## config.mk

```make
export PLATFORM = sky130hd
export DESIGN_NAME = score_keeper
export DESIGN_NICKNAME = d
export VERILOG_FILES = /design/src/rtl/score_keeper_pkg.sv /design/src/rtl/score_keeper_bcd_digit_counter.sv /design/src/rtl/score_keeper.sv
export SDC_FILE = /design/constraint.sdc
export NUM_CORES = 1
export LEC_CHECK = 0
export ABC_AREA = 1
export BUFFER_PORTS_ARGS = -buffer_cell sky130_fd_sc_hd__buf_4
export CAP_MARGIN = 10
export CORE_ASPECT_RATIO = 0.6
export CORE_MARGIN = 10
export CORE_UTILIZATION = 45
export DETAILED_ROUTE_END_ITERATION = 6
export PLACE_DENSITY = 0.72
export REMOVE_ABC_BUFFERS = 1
export SLEW_MARGIN = 20
export SYNTH_ARGS = -nofsm -noshare
export SYNTH_HDL_FRONTEND = slang
export SYNTH_HIERARCHICAL = 1
export SYNTH_SLANG_ARGS = --single-unit
```

## constraint.sdc

```tcl
create_clock -name clk -period 4.3 [get_ports clk]
set_input_delay 0.645 -clock clk [delete_from_list [all_inputs] [get_ports clk]]
set_output_delay 0.645 -clock clk [all_outputs]
set_load 0.03 [all_outputs]
```

## src/rtl/score_keeper_pkg.sv

```systemverilog
// Shared types and constants for the scoreboard score path.
// Hcount/Vcount width is common with the scoreboard renderer and VGA timing.
package score_keeper_pkg;

  localparam int unsigned BCD_W              = 4;
  localparam int unsigned COORD_W            = 16;
  localparam int unsigned SCORE_W            = 7;
  localparam int unsigned DEF_WIN_SCORE      = 10;
  localparam int unsigned DEF_LATCH_LINE     = 480;
  localparam int unsigned DEF_HOLDOFF_FRAMES = 2;

  typedef enum logic [0:0] {
    StPlay,
    StWin
  } state_e;

  // tens*10 + ones without a multiplier
  function automatic logic [SCORE_W-1:0] bcd_to_bin(input logic [BCD_W-1:0] tens_dig,
                                                    input logic [BCD_W-1:0] ones_dig);
    logic [SCORE_W-1:0] t;
    t = SCORE_W'(tens_dig);
    return (t << 3) + (t << 1) + SCORE_W'(ones_dig);
  endfunction

endpackage

```

## src/rtl/score_keeper_bcd_digit_counter.sv

```systemverilog
// Single BCD digit (0..9). carry_out flags an increment that would wrap 9->0;
// enable lets the parent freeze the digit when the whole score saturates.
module bcd_digit_counter
  import score_keeper_pkg::*;
(
  input  logic             clk,
  input  logic             reset,
  input  logic             clear,
  input  logic             inc,
  input  logic             enable,
  output logic [BCD_W-1:0] digit,
  output logic             carry_out
);

  logic [BCD_W-1:0] digit_q, digit_d;

  // carry does not depend on enable, so a saturation gate fed from it cannot loop
  always_comb begin
    carry_out = inc & (digit_q >= BCD_W'(9));
  end

  always_comb begin
    digit_d = digit_q;
    if (clear) begin
      digit_d = '0;
    end else if (inc && enable) begin
      digit_d = (digit_q >= BCD_W'(9)) ? '0 : digit_q + BCD_W'(1);
    end
  end

  always_ff @(posedge clk) begin
    if (reset) begin
      digit_q <= '0;
    end else begin
      digit_q <= digit_d;
    end
  end

  assign digit = digit_q;

  digit_range_a: assert property (@(posedge clk) disable iff (reset) digit_q <= BCD_W'(9));

endmodule

```

## src/rtl/score_keeper.sv

```systemverilog
// Point events -> two-digit BCD score, copied to the display once per frame.
// Optional binary score output enabled by defining SCORE_BIN_EN.
module score_keeper
  import score_keeper_pkg::*;
#(
  parameter int unsigned WIN_SCORE      = DEF_WIN_SCORE,
  parameter int unsigned LATCH_LINE     = DEF_LATCH_LINE,
  parameter int unsigned HOLDOFF_FRAMES = DEF_HOLDOFF_FRAMES
) (
  input  logic               clk,
  input  logic               reset,
  input  logic [COORD_W-1:0] Hcount,
  input  logic [COORD_W-1:0] Vcount,
  input  logic               point,
  input  logic               clear_score,
  output logic [BCD_W-1:0]   ones,
  output logic [BCD_W-1:0]   tens,
  output logic               win
`ifdef SCORE_BIN_EN
  ,
  output logic [SCORE_W-1:0] score_bin
`endif
);

  localparam int unsigned HoldW = (HOLDOFF_FRAMES > 0) ? $clog2(HOLDOFF_FRAMES + 1) : 1;

  logic               point_q;
  logic               tick_q, tick_d;
  state_e             state_q, state_d;
  logic [HoldW-1:0]   hold_q, hold_d;
  logic [BCD_W-1:0]   live_ones, live_tens;
  logic               ones_carry, tens_carry;
  logic [SCORE_W-1:0] live_score;
  logic               rise, reached_win, accept;

  always_comb begin
    tick_d      = (Hcount == '0) && (Vcount == COORD_W'(LATCH_LINE));
    rise        = point & ~point_q;
    live_score  = bcd_to_bin(live_tens, live_ones);
    reached_win = 32'(live_score) >= WIN_SCORE;
    // clear beats a coincident rise; the win check also covers the cycle before WIN is entered
    accept      = rise & ~clear_score & (state_q == StPlay) & (hold_q == '0) & ~reached_win;
  end

  // tens_carry high means this point would wrap 99 -> 00, so both digits hold
  bcd_digit_counter u_ones (
    .clk      (clk),
    .reset    (reset),
    .clear    (clear_score),
    .inc      (accept),
    .enable   (~tens_carry),
    .digit    (live_ones),
    .carry_out(ones_carry)
  );

  bcd_digit_counter u_tens (
    .clk      (clk),
    .reset    (reset),
    .clear    (clear_score),
    .inc      (ones_carry),
    .enable   (~tens_carry),
    .digit    (live_tens),
    .carry_out(tens_carry)
  );

  always_comb begin
    hold_d = hold_q;
    if (clear_score) begin
      hold_d = '0;
    end else if (accept) begin
      hold_d = HoldW'(HOLDOFF_FRAMES);
    end else if (tick_q && (hold_q != '0)) begin
      hold_d = hold_q - HoldW'(1);
    end
  end

  always_comb begin
    state_d = state_q;
    unique case (state_q)
      StPlay: begin
        if (!clear_score && reached_win) begin
          state_d = StWin;
        end
      end
      StWin: begin
        if (clear_score) begin
          state_d = StPlay;
        end
      end
    endcase
  end

  // Display copy uses pre-update live values, so same-cycle rises/clears show next frame
  always_ff @(posedge clk) begin
    if (reset) begin
      point_q <= 1'b0;
      tick_q  <= 1'b0;
      state_q <= StPlay;
      hold_q  <= '0;
      ones    <= '0;
      tens    <= '0;
      win     <= 1'b0;
    end else begin
      point_q <= point;
      tick_q  <= tick_d;
      state_q <= state_d;
      hold_q  <= hold_d;
      if (tick_q) begin
        ones <= live_ones;
        tens <= live_tens;
        win  <= (state_q == StWin);
      end
    end
  end

`ifdef SCORE_BIN_EN
  assign score_bin = live_score;
`endif

endmodule

```

==> impl_results.md, run 1 <==
- Run status: finished, final reports clean
- Maxcap violations: 0
- Hpwl dp: roughly 2900 um
- Starting Density: 47.9%
- DR iter-0 viols: 58
- CTS Root Cell: clkbuf_8
- Row cnt: 15
- Clock skew: 0.00585 ns
- Antenna violations before repair: 0
- Number of I/O port buffers: 44
- Worst hold path class: reg2reg
- Count of cells resized by post-cts repair: 0
- Total Routed Length: approximately 3600 um
- Flop pwr share: 55.0%
- Clock slew seen by the registers of the worst setup and hold paths: 0.08 ns
- Primary FF master, synth: dfxtp_1
- Fmax: 312 MHz
- # DRC: 0
- P_leak: 0.897 nW
- Critical Path RT: roughly 4.5 ns
- DIE AREA: 5820 um2
- Worst Path Max Fanout: 7
- #FFs+latches synth: 22
- Setup violators final: 0
- Gate power share: between 10% and 20%
- Clk sinks: 22
- Post-synth top area share: 31.4%
- WL/cell: 12.5 um
- Sw Ratio: 21.8%
- Post-synth top cells: nand2_1 (54), inv_1 (25), dfxtp_1 (22)
- CP Launch Type: flop
- Layout net count: 298
- FF-to-FF Start: u_tens/digit[0]
- Final Cycle Share: 74.6%
- Net switching power: 0.0817 mW
- Layout cell share with drive strength beyond 1: 28.7%
- Unrepaired setup endpoints after global routing: no
- Synth unique cells: 27
- Worst path max stage delay: around 0.52 ns
- Util after Layout: 62.1%
- Cell area after layout: approximately 1800 um2
- CP dominant cell by count: nand2_1
- Pins Over Slew Limit: 0
- Number of synthesized flops with an enable pin: 0
- RePlAce Congestion: ~0.83
- Placement Cell Area: 1780 um2
- TritonRoute pass-1 iters: 4
- Crit path kind: reg2reg
- Seq. cell area: 440 um2
- Worst Setup End Kind: flop
- # Post-CTS Setup Buffers: 0
- Diode count: 0
- Tmin final: around 3.2 ns
- Clock share of power: between 30% and 40%
- Top cells by area, synth: dfxtp_1 (31%), nand2_1 (14%), ha_1 (12%)
- GRT Util Overall: about an eighth
- Top-count cell post-synth: nand2_1
- Critical hold path startpoint: tens[2]
- Core ar.: 2930 um2
- Worst-Margin Slew: ~0.42 ns
- Via Count: 1355
- IO Pins: 45
- Via density: roughly 4.7
- Hold buffer count at cts: 0
- Layout Cells excl Fill: between 200 and 300
- Critical Path AT: roughly 3.4 ns
- Setup TNS: 0 ns
- Cell count after placement: between 200 and 300
- Sequential-to-total area share from yosys stat: 31.4%
- Layout fillers: 285
- Async SR Flop Fraction: 0%
- PwrDens: 206 nW/um2
- Skew-Pair Late Insertion Delay: 0.26 ns
- Die height: roughly 63 um
- Syn Area/Cell: between 7 and 8 um2
- First-pass GRT wire length: 5930 um
- CTS tree: built
- Internal power: roughly 0.29 mW
- DIE WIDTH: 92.1 um
- GR Overflow Total: 0
- Post-DRT Antenna Nets: 0
- Max-slew headroom: 71.8%
- Yosys warning count: 6
- Area delta synth->final: 29.6%
- Bufs on Longest Clock Path: 2
- Critical Path Slowest Stage Cell: fa_1
- Number of global-route vias before repair: 1258
- Post-Syn Instances: 199
- Synthesized cell area: 1400 um2
- WHS: 0.465 ns
- Multi-input logic area: about 840 um2
- Final Hold Fails: 0
- H-tree depth: 1
- Crit-path cells: fa_1, fa_1, nand2_1, nand2_1, nor2_1, nand2_1, nor2_2, nand3_2, inv_1, and3_2, and3_2, inv_1, nand2_2, clkinv_2, nand3_2, nand2_4, nor2_2
- Total CTS buffers: 3
- Yosys top cell by area: dfxtp_1
- VDD IR-drop max: 124 uV
- Worst setup startpoint: u_tens/digit[0]
- Largest net degree at the start of global routing: 15
-- cell usage in the layout (no fill, tap or decap) --
| master | count |
|---|---|
| nand2_4 | 2 |
| ha_1 | 14 |
| inv_2 | 2 |
| o21ai_1 | 1 |
| a21oi_1 | 10 |
| o21bai_1 | 2 |
| o21ai_0 | 4 |
| nor4_1 | 5 |
| nor2_1 | 20 |
| inv_1 | 25 |
| a211oi_1 | 1 |
| and3_2 | 2 |
| buf_4 | 44 |
| nor3_1 | 2 |
| nand4_1 | 1 |
| nand2_1 | 54 |
| nand3_1 | 9 |
| nor2_2 | 9 |
| or2_1 | 1 |
| nand2_2 | 2 |
| a21oi_2 | 1 |
| clkbuf_8 | 3 |
| fa_1 | 2 |
| nand3_2 | 3 |
| clkinv_2 | 2 |
| dfxtp_1 | 22 |
| nor3b_1 | 1 |
-- layer usage --
metal	track usage (%)	wire [um]
met5	0	0
met1	15.4	1800
met3	3.90	192
met2	19.1	1570
met4	1.72	10
-- logic make-up after synthesis --
logic type                 share of synthesized area (%)
and+or+nand+nor                                     37.1
DFF                                                 31.4
adders and majority gates                           15.3
buffers and inverters                               8.56
AOI/OAI and AO/OA                                   7.58
-- power groups by stage --
stage                     registers (mW)  clock network [mW]  logic, mW
after floorplan                    0.210                   0     0.0146
after global placement             0.211                   0     0.0431
after detailed placement           0.211                   0     0.0437
after CTS                          0.206               0.130     0.0438
after global routing               0.206               0.137     0.0484
final                              0.206               0.125     0.0437
-- worst max-delay path: cells and delay by family (launching register included) --
family                     cells  cell delay (ns)
adders and majority gates      2             1.00
buffers and inverters          3             0.31
DFF                            1             0.51
and+or+nand+nor               12             1.33
-- cell type report --
cell class,count,area share (%)
clock buffer,3,2.27
inverter,29,6.13
multi-input combinational,146,46.3
sequential,22,24.2
tap,42,2.89
timing repair buffer,44,18.2
-- flip-flops by register name, indices dropped and copies added (netlist names) --
name          cells
point_q           1
hold_q            2
state_q           1
win               1
ones              4
u_ones/digit      4
u_tens/digit      4
tick_q            1
tens              4
-- through the flow --
stage / worst slack [ns] / power [mW]
finish: 1.09 / 0.375
detailed placement: 1.14 / 0.255
global route: 0.877 / 0.392
global placement: 1.21 / 0.254
floorplan: 1.43 / 0.225
CTS: 1.11 / 0.379
-- path summary, 6_finish.rpt --
| check | endpoint | slack (ns) | cells after the start |
|---|---|---|---|
| min | tens[2] | 0.47 | 2 |
| max reg2reg | u_ones/digit[3] | 1.09 | 17 |
| max | u_ones/digit[3] | 1.09 | 17 |
| min reg2reg | tens[2] | 0.47 | 2 |
(Power assumes the default switching activity.)
==> run 2, diff against run 1 <==
Settings changed: PLACE_DENSITY 0.72 to 0.75.
Clock period 4.3 ns to 2.9 ns, I/O delays scaled along.
==> impl_results.md, run 2 (synthesis gave the netlist of run 1 again) <==
- Run status: finished, final reports clean
- Worst-Margin Slew: 0.403 ns (-0.0199 ns)
- H-tree depth: 1 (unchanged)
- Critical Path Slowest Stage Cell: fa_1
- Worst Path Max Fanout: 5 (-2)
- Worst hold path class: in2reg
- Core ar.: 2930 um2 (unchanged)
- Layout cell share with drive strength beyond 1: 35.8% (+7.1 points)
- WL/cell: 12.8 um (+2.0%)
- Pins Over Slew Limit: 0 (unchanged)
- Clock slew seen by the registers of the worst setup and hold paths: 0.07 ns (about the same)
- Total CTS buffers: 3 (unchanged)
- PwrDens: 285 nW/um2 (+38%)
- Total Routed Length: 3780 um (+5.6%)
- Crit path kind: reg2reg
- DIE AREA: 5820 um2 (unchanged)
- Die height: 63.2 um (unchanged)
- Skew-Pair Late Insertion Delay: 0.25 ns (about the same)
- Worst Setup End Kind: flop
- Tmin final: 2.81 ns (-0.393 ns)
- TritonRoute pass-1 iters: 4 (unchanged)
- Number of I/O port buffers: 44 (unchanged)
- Layout fillers: 261 (-8.4%)
- First-pass GRT wire length: 6330 um (+6.7%)
- Diode count: 0 (unchanged)
- CTS Root Cell: clkbuf_8
- Fmax: 355 MHz (+14%)
- Via Count: 1396 (+3.0%)
- GR Overflow Total: 0 (unchanged)
- Pre-CTS setup slack: -0.0124 ns (-1.15 ns)
- Worst path max stage delay: 0.58 ns (+0.06 ns)
- Unrepaired setup endpoints after global routing: yes
- Layout net count: 308 (+3.4%)
- DR iter-0 viols: 48 (-17%)
- DIE WIDTH: 92.1 um (unchanged)
- Post-DRT Antenna Nets: 0 (unchanged)
- Met1 Usage GRT: 17.3% (+1.9 points)
- RePlAce Congestion: 0.888 (+7.3%)
- Setup violators final: 0 (unchanged)
- P_leak: 0.946 nW (+5.4%)
- CTS tree: built
- Met2 global-route usage: 19.6% (+0.44 points)
- Clock skew: 0.000483 ns (-0.00536 ns)
- Antenna violations before repair: 0 (unchanged)
- Cell area after layout: 1950 um2 (+7.0%)
- Critical Path RT: 3.10 ns (-1.41 ns)
- Number of global-route vias before repair: 1340 (+6.5%)
- Largest net degree at the start of global routing: 15 (unchanged)
- Commonest non-fill, non-tap cell in the layout: buf_4
- GR peak layer: met2
- Final Cycle Share: 97.0% (+22 points)
- Clk sinks: 22 (unchanged)
- GRT Util Overall: 12.9% (+0.97 points)
- Hpwl dp: 3180 um (+9.0%)
- Final WS setup: 0.0867 ns (-1.01 ns)
- Util after Layout: 66.5% (+4.4 points)
- # DRC: 0 (unchanged)
- Starting Density: 47.9% (unchanged)
- GR Layer Usage met3: 4.37% (+0.47 points)
- Maxcap violations: 0 (unchanged)
- Via density: 4.72 (-0.45%)
- Highest-count cells in the layout ignoring fill and taps: buf_4 (54), nand2_1 (50), inv_1 (22)
- IO Pins: 45 (unchanged)
- Critical Path AT: 3.01 ns (-0.40 ns)
- Max-slew headroom: 73.1% (+1.3 points)
- Crit-path cells: fa_1, fa_2, inv_2, nor2_1, nor2_1, nand2_1, nor2_2, nand3_2, inv_2, and3_4, and3_4, inv_4, nand2_4, inv_4, nand3_4, nand2_4, nor2_2
- Row cnt: 15 (unchanged)
- Placement Cell Area: 1850 um2 (+4.2%)
- CP Launch Type: flop
- VDD IR-drop max: 239 uV (+92%)
- Bufs on Longest Clock Path: 2 (unchanged)
- Final Hold Fails: 0 (unchanged)
- Area delta synth->final: 38.7%
- Hold buffer count at cts: 0 (unchanged)
-- run 2: stage by stage --
| stage | power (mW) | hold WS [ns] | instances | setup TNS, ns |
|---|---|---|---|---|
| 2_1_floorplan | 0.334 | 0.444 | 197 | 0 |
| 3_3_place_gp | 0.379 | 0.450 | 293 | 0 |
| 3_5_place_dp | 0.380 | 0.456 | 293 | -0.0124 |
| 4_1_cts | 0.561 | 0.388 | 296 | 0 |
| 5_1_grt | 0.580 | 0.419 | 296 | -0.691 |
| 6_report | 0.555 | 0.397 | 296 | 0 |
-- run 2: layout make-up --
cell class	instances	area (um2)	share of cell area (%)
sequential	22	443	22.8
inverter	29	116	5.98
clock buffer	3	41.3	2.12
timing repair buffer	54	405	20.8
multi-input combinational	146	887	45.6
tap	42	52.6	2.70
-- run 2: critical path: cells and delay by family, from the launching register on --
family / cells / cell delay (ns)
simple gates: 11 / 1.16
fa+ha+maj: 2 / 1.04
flops: 1 / 0.33
buf+inv: 4 / 0.23
-- run 2: metal layers --
| layer | part of all wire (%) | up-vias | wire length (um) |
|---|---|---|---|
| met4 | 0.58 | 0 | 22 |
| met3 | 8.1 | 5 | 306 |
| li1 | - | 743 | - |
| met5 | 0 | - | 0 |
| met2 | 39 | 39 | 1480 |
| met1 | 52 | 609 | 1970 |
-- run 2: worst paths after layout --
check                        from         endpoint  cells past startpoint  slack, ns
setup / recovery  u_tens/digit[2]  u_tens/digit[1]                     17       0.09
hold reg to reg           ones[2]          ones[2]                      2       0.46
setup reg to reg  u_tens/digit[2]  u_tens/digit[1]                     17       0.09
hold / removal              point          point_q                      3       0.40
-- run 2: power breakdown --
part	switching (mW)	internal [mW]	total, mW	leakage (nW)
clock network	0.0875	0.0925	0.180	0.0216
registers	0.00135	0.304	0.305	0.179
logic	0.0285	0.0414	0.0699	0.745
total	0.117	0.438	0.555	0.946
-- run 2: timing repair --
| item | 4_1_cts | 5_1_grt |
|---|---|---|
| setup buffers | 0 | 0 |
| gates cloned | 0 | 0 |
| setup endpoints to repair | 5 | 8 |
| pin swaps | 1 | 17 |
| resized for setup | 3 | 18 |
